**src/rtl/adder_arbiter.sv**
```systemverilog
// Round-robin arbiter sharing one adder among NUM_REQ requesters, with a single-entry tagged response slot.
// Optional signed-overflow output rsp_ovf is built only when ADDER_ARB_OVF_EN is defined.

module adder #(
  parameter int OPERAND_LENGTH = 32
) (
  input  logic [OPERAND_LENGTH-1:0] opd1,
  input  logic [OPERAND_LENGTH-1:0] opd2,
  input  logic [3:0]                alu_op_select,
  output logic [OPERAND_LENGTH-1:0] result
);
  // Only the subtract encoding differs from add; carry-out is dropped.
  assign result = (alu_op_select == 4'b1000) ? (opd1 - opd2) : (opd1 + opd2);
endmodule

module adder_arbiter #(
  parameter int OPERAND_LENGTH = 32,
  parameter int NUM_REQ        = 4,
  parameter int ID_W           = 2
) (
  input  logic                              clk,
  input  logic                              rst,
  input  logic [NUM_REQ-1:0]                req_valid,
  input  logic [NUM_REQ*OPERAND_LENGTH-1:0] req_opd1,
  input  logic [NUM_REQ*OPERAND_LENGTH-1:0] req_opd2,
  input  logic [NUM_REQ-1:0]                req_sub,
  output logic [NUM_REQ-1:0]                req_ready,
  output logic                              rsp_valid,
  input  logic                              rsp_ready,
  output logic [ID_W-1:0]                   rsp_id,
  output logic [OPERAND_LENGTH-1:0]         rsp_result
`ifdef ADDER_ARB_OVF_EN
  ,
  output logic                              rsp_ovf
`endif
);

  // Handshake: a request transfers when req_valid[i] & req_ready[i]; the
  // response transfers when rsp_valid & rsp_ready. req_ready is combinational
  // on req_valid and rsp_ready, so req_valid must never depend on req_ready.

  typedef enum logic {EMPTY = 1'b0, FULL = 1'b1} state_t;

  state_t                    state;
  logic [ID_W-1:0]           last_grant;
  logic                      slot_free;
  logic                      grant_any;
  logic                      found;
  logic [ID_W-1:0]           ptr;
  logic [ID_W-1:0]           gid;
  logic [NUM_REQ-1:0]        onehot;
  logic [OPERAND_LENGTH-1:0] opd1_arr [NUM_REQ];
  logic [OPERAND_LENGTH-1:0] opd2_arr [NUM_REQ];
  logic [OPERAND_LENGTH-1:0] sel_opd1;
  logic [OPERAND_LENGTH-1:0] sel_opd2;
  logic                      sel_sub;
  logic [OPERAND_LENGTH-1:0] sum;

  for (genvar g = 0; g < NUM_REQ; g++) begin : g_unpack
    assign opd1_arr[g] = req_opd1[g*OPERAND_LENGTH +: OPERAND_LENGTH];
    assign opd2_arr[g] = req_opd2[g*OPERAND_LENGTH +: OPERAND_LENGTH];
  end

  assign rsp_valid = (state == FULL);
  assign slot_free = !rsp_valid || rsp_ready;

  // Search upward from last_grant+1, wrapping at NUM_REQ-1; first hit wins.
  always_comb begin
    found  = 1'b0;
    gid    = last_grant;
    onehot = '0;
    ptr    = last_grant;
    for (int k = 0; k < NUM_REQ; k++) begin
      ptr = (ptr == ID_W'(NUM_REQ - 1)) ? '0 : ptr + ID_W'(1);
      if (!found && req_valid[ptr]) begin
        found       = 1'b1;
        gid         = ptr;
        onehot[ptr] = 1'b1;
      end
    end
  end

  assign grant_any = found && slot_free && !rst;
  assign req_ready = grant_any ? onehot : '0;

  assign sel_opd1 = opd1_arr[gid];
  assign sel_opd2 = opd2_arr[gid];
  assign sel_sub  = req_sub[gid];

  adder #(.OPERAND_LENGTH(OPERAND_LENGTH)) u_adder (
    .opd1          (sel_opd1),
    .opd2          (sel_opd2),
    .alu_op_select ({sel_sub, 3'b000}),
    .result        (sum)
  );

`ifdef ADDER_ARB_OVF_EN
  logic [OPERAND_LENGTH-1:0] opd2_eff;
  logic                      ovf_next;
  assign opd2_eff = sel_opd2 ^ {OPERAND_LENGTH{sel_sub}};
  assign ovf_next = (sel_opd1[OPERAND_LENGTH-1] == opd2_eff[OPERAND_LENGTH-1]) &&
                    (sum[OPERAND_LENGTH-1] != sel_opd1[OPERAND_LENGTH-1]);
`endif

  // A grant always (re)loads the slot, which also covers drain-and-refill.
  always_ff @(posedge clk or posedge rst) begin
    if (rst) begin
      state      <= EMPTY;
      last_grant <= ID_W'(NUM_REQ - 1);
      rsp_id     <= '0;
      rsp_result <= '0;
`ifdef ADDER_ARB_OVF_EN
      rsp_ovf    <= 1'b0;
`endif
    end else begin
      if (grant_any) begin
        state      <= FULL;
        last_grant <= gid;
        rsp_id     <= gid;
        rsp_result <= sum;
`ifdef ADDER_ARB_OVF_EN
        rsp_ovf    <= ovf_next;
`endif
      end else if (state == FULL && rsp_ready) begin
        state <= EMPTY;
      end
    end
  end

endmodule

```
**config.mk**
```make
export PLATFORM = sky130hd
export DESIGN_NAME = adder_arbiter
export DESIGN_NICKNAME = d
export VERILOG_FILES = /design/src/rtl/adder_arbiter.sv
export SDC_FILE = /design/constraint.sdc
export NUM_CORES = 1
export LEC_CHECK = 0
export ABC_CLOCK_PERIOD_IN_PS = 10050
export CAP_MARGIN = 20
export CORE_UTILIZATION = 35
export CTS_BUF_LIST = sky130_fd_sc_hd__clkbuf_8
export DETAILED_ROUTE_END_ITERATION = 6
export GPL_ROUTABILITY_DRIVEN = 0
export PLACE_DENSITY = 0.7
export SYNTH_ARGS = -nofsm -noshare
export SYNTH_HDL_FRONTEND = slang
export SYNTH_SLANG_ARGS = --single-unit
export TNS_END_PERCENT = 10
```
**constraint.sdc**
```tcl
create_clock -name clk -period 10.05 [get_ports clk]
set_input_delay 2.01 -clock clk [delete_from_list [all_inputs] [get_ports clk]]
set_output_delay 2.01 -clock clk [all_outputs]
set_load 0.005 [all_outputs]
```
==> results.yml, run 1 <==
status:
  outcome: "finished clean"
synthesis:
  netlist_instances: 998
  synth_area_per_cell_um2: 6.704
  syn_nets: 1306
  netlist.area_leader.share_pct: 15.54
  synth_top_cell_by_area: "nand2_1"
  synth_cell_types: 72
  ys_seq_area_share_pct: 13.88
  synth-seq-cells: 37
  ys_warn_count: 0
  synthArstFlopShare_pct: 100.0
  ys.flop_type: "dfrtp_1"
  yosys-top-cells-area: "nand2_1 16%, dfrtp_1 13%, ha_1 7.5%"
  yosysMostFrequentCell: "nand2_1"
  synthTopCellsByCount: "277 x nand2_1, 71 x o21ai_0, 48 x clkbuf_1"
  synth-edff-count: 0
  syn_area_um2: 6690
global_routing:
  grt_pass1_vias: 7501
  grt_max_degree: 69
  grtUsageTotal_pct: 25.84
  grt_pass1_wl_mm: 40.16
  overflow: 0
  antenna_found_initial: 0
detailed_routing:
  dr.pass1.iters: 6
  drtAntennaViolNets: 0
  avgRoutedWirePerCell_um: 17.64
  avgViaCountPerCell: 5.529
  finalWirelength_mm: 26.28
  initialDrtViolationCount: 648
  dr_total_vias: 8238
  route.detailed.drc: 0
floorplan:
  initial_core_util_pct: 35.77
  core_um2: 18710
  num_rows: 50
  die_area_um2: 19670
  ios: 306
  die_w_um: 140.3
  die_h_um: 140.3
timing:
  fin_hold_ws_ns: 0.4734
  finalHoldViolCount: 0
  setup_viol: 0
  rsz0062_at_grt: "no"
  timing.final.ws_setup_ns: 1.331
  finalCritPeriodShare_pct: 86.75
  worstMarginPinSlew_ns: 0.8689
  fmaxAchievable_mhz: 114.7
  finalSetupTns_ns: 0
  drv_slew: 0
  layout_min_cycle_time_ns: 8.719
  skew_ns: 0.005262
  relSlewSlack_pct: 40.93
critical_path:
  required_ns: 10.21
  max_stage_delay_ns: 0.73
  cp-end-kind: "flip-flop"
  worst-path-buf-inv: 2
  crit_chain: "clkdlybuf4s50_1 -> o21bai_1 -> a211o_1 -> or4b_1 -> o21ai_4 -> buf_4 -> mux2i_1 -> mux2_2 -> nand2_1 -> nor3b_2 -> a21oi_1 -> xor2_1 -> ha_1 -> nand4_1 -> a2111o_1 -> a31oi_1 -> o41a_1 -> a21o_1 -> o21ai_0 -> a21oi_1 -> o41ai_1 -> o21ai_0 -> xnor2_1 -> o21ai_1"
  crit_family: "compound AO/OA/AOI/OAI gates"
  crit_type: "input port to flip-flop"
  critical_path.max_fanout: 30
  worstPathArrival_ns: 8.88
  crit_path_top_delay_cell: "o21ai_4"
  worstSetupStartpointType: "input port"
clock_tree:
  cts_made_buffers: 5
  ctsHoldBuffers: 0
  clkSinkCount: 37
  cts_setup_buffers: 0
  cts_resized: 0
  cts-root-buf: "clkbuf_8"
  cts_tree: "built"
  clk_pin_slew_ns: 0.09
  h-tree-depth: 2
  clkLatencyLatePin_ns: 0.30
  clock_path_buffers: 2
final_layout:
  fillers: 1828
  area_growth_pct: 48.78
  nets: 1563
  diodes: 0
  drive_above_1_share_pct: 4.538
  multiInputGateArea_um2: 5429
  regArea_um2: 928.4
placed_design:
  pre_cts_ws_ns: 1.122
  dp_hpwl_mm: 21.35
  port_buffers: 305
min_path:
  hp-class: "flip-flop to flip-flop"
job:
  drv_cap: 0
==> worst reg2reg max path, cell delays in order, from the launching register on <==
cell      delay (ns)
dfstp_2         0.75
inv_1           0.16
ha_1            0.69
nor2b_4         0.29
a21oi_1         0.13
or4b_1          0.67
o21ai_4         0.73
buf_4           0.42
mux2i_1         0.21
mux2_2          0.21
nand2_1         0.08
nor3b_2         0.45
a21oi_1         0.15
xor2_1          0.19
ha_1            0.36
nand4_1         0.14
a2111o_1        0.12
a31oi_1         0.05
o41a_1          0.44
a21o_1          0.19
o21ai_0         0.25
a21oi_1         0.14
o41ai_1         0.45
o21ai_0         0.19
xnor2_1         0.18
o21ai_1         0.08
==> flip-flops by register name, indices dropped and copies added (netlist names) <==
register and flops:
last_grant 2, rsp_valid 1, rsp_id 2, rsp_result 32
==> cell families (layout without fill, tap and decap cells) <==
group / after synthesis / in the layout / share of synthesized area [%]
AO/OA/AOI/OAI: 268 / 268 / 26.39
multiplexers: 43 / 43 / 6.639
adder cells (fa/ha/maj): 41 / 41 / 7.780
XOR/XNOR: 61 / 61 / 7.986
buffers and inverters: 83 / 341 / 5.367
AND/OR/NAND/NOR: 465 / 465 / 31.96
flip-flops: 37 / 37 / 13.88
==> placed cells by master, fill, tap and decap left out, types with 3 or more instances in the layout <==
cell type | synthesis | layout
o21bai_1 | 3 | 3
clkbuf_8 | 0 | 6
a41oi_1 | 4 | 4
a222oi_1 | 4 | 4
xor2_1 | 32 | 32
or2_2 | 5 | 5
and2_1 | 13 | 13
nand2b_1 | 11 | 10
nand4_1 | 5 | 5
and3_1 | 33 | 33
dfrtp_1 | 35 | 35
buf_4 | 3 | 13
ha_1 | 40 | 40
inv_1 | 15 | 15
mux2_2 | 11 | 11
nor3_1 | 20 | 20
xnor2_1 | 29 | 29
nor4_1 | 7 | 7
or4_1 | 5 | 5
a211o_1 | 3 | 3
nor2b_1 | 8 | 8
a22oi_1 | 9 | 9
a21oi_1 | 46 | 46
o211ai_1 | 10 | 10
a211oi_1 | 7 | 7
o31a_1 | 3 | 3
nor2_1 | 38 | 38
nand2_1 | 277 | 277
nand3_1 | 20 | 20
o21ai_0 | 71 | 71
clkdlybuf4s50_1 | 0 | 305
o21a_1 | 7 | 7
o31ai_1 | 5 | 5
o22ai_1 | 4 | 4
or4b_1 | 3 | 3
mux2i_1 | 32 | 31
a21o_1 | 18 | 18
a221oi_1 | 9 | 9
a31oi_1 | 40 | 40
or3_1 | 7 | 7
==> per-layer routing <==
| metal | routed length [um] | vias up | GRT usage (%) | share of wire, % |
|---|---|---|---|---|
| li1 | - | 4084 | - | - |
| met1 | 11370 | 3760 | 33.17 | 43 |
| met2 | 12440 | 348 | 44.29 | 47 |
| met3 | 1653 | 46 | 3.453 | 6.3 |
| met4 | 808 | 0 | 8.965 | 3.1 |
| met5 | 0 | - | 0 | 0 |
==> worst paths after layout <==
kind	start	to	slack, ns	cells after the start
worst max-delay path	req_valid[2]	rsp_result[31]$_DFFE_PP0P_	1.33	24
worst min-delay path	rsp_result[27]$_DFFE_PP0P_	rsp_result[27]$_DFFE_PP0P_	0.47	2
worst max register to register	last_grant[0]$_DFFE_PP1P_	rsp_result[31]$_DFFE_PP0P_	2.17	25
worst min register to register	rsp_result[27]$_DFFE_PP0P_	rsp_result[27]$_DFFE_PP0P_	0.47	2
max in group asynchronous	rst	last_grant[0]$_DFFE_PP1P_	7.53	3
min in group asynchronous	rst	rsp_result[23]$_DFFE_PP0P_	2.15	3
==> final cells by class <==
cell class | instances | share of cell area [%]
inverters | 15 | 0.5657
clock buffers | 6 | 0.8297
well taps | 234 | 2.942
clock inverters | 2 | 0.1383
multi-input cells | 878 | 54.54
repair buffers | 318 | 31.65
flip-flops and latches | 37 | 9.327
==> through the flow <==
stage / util (%) / cell area (um2) / std cells
after floorplan: - / 6690 / 998
after global placement: 52.70 / 9857 / 1482
after detailed placement: 52.70 / 9857 / 1482
after CTS: 53.21 / 9953 / 1490
after global routing: 53.21 / 9953 / 1490
final: 53.21 / 9953 / 1490
Power of run 1 is left out: the tool's default activity adds up to more than one toggle a clock period on the data nets, which glitch-free logic cannot reach.
==> run 2: changes to the inputs <==
TNS_END_PERCENT = default   (was 10)
==> results of run 2 <==
The final DEF is identical to that of run 1; final timing and power are the same.
Power of run 2 is left out for the same reason.
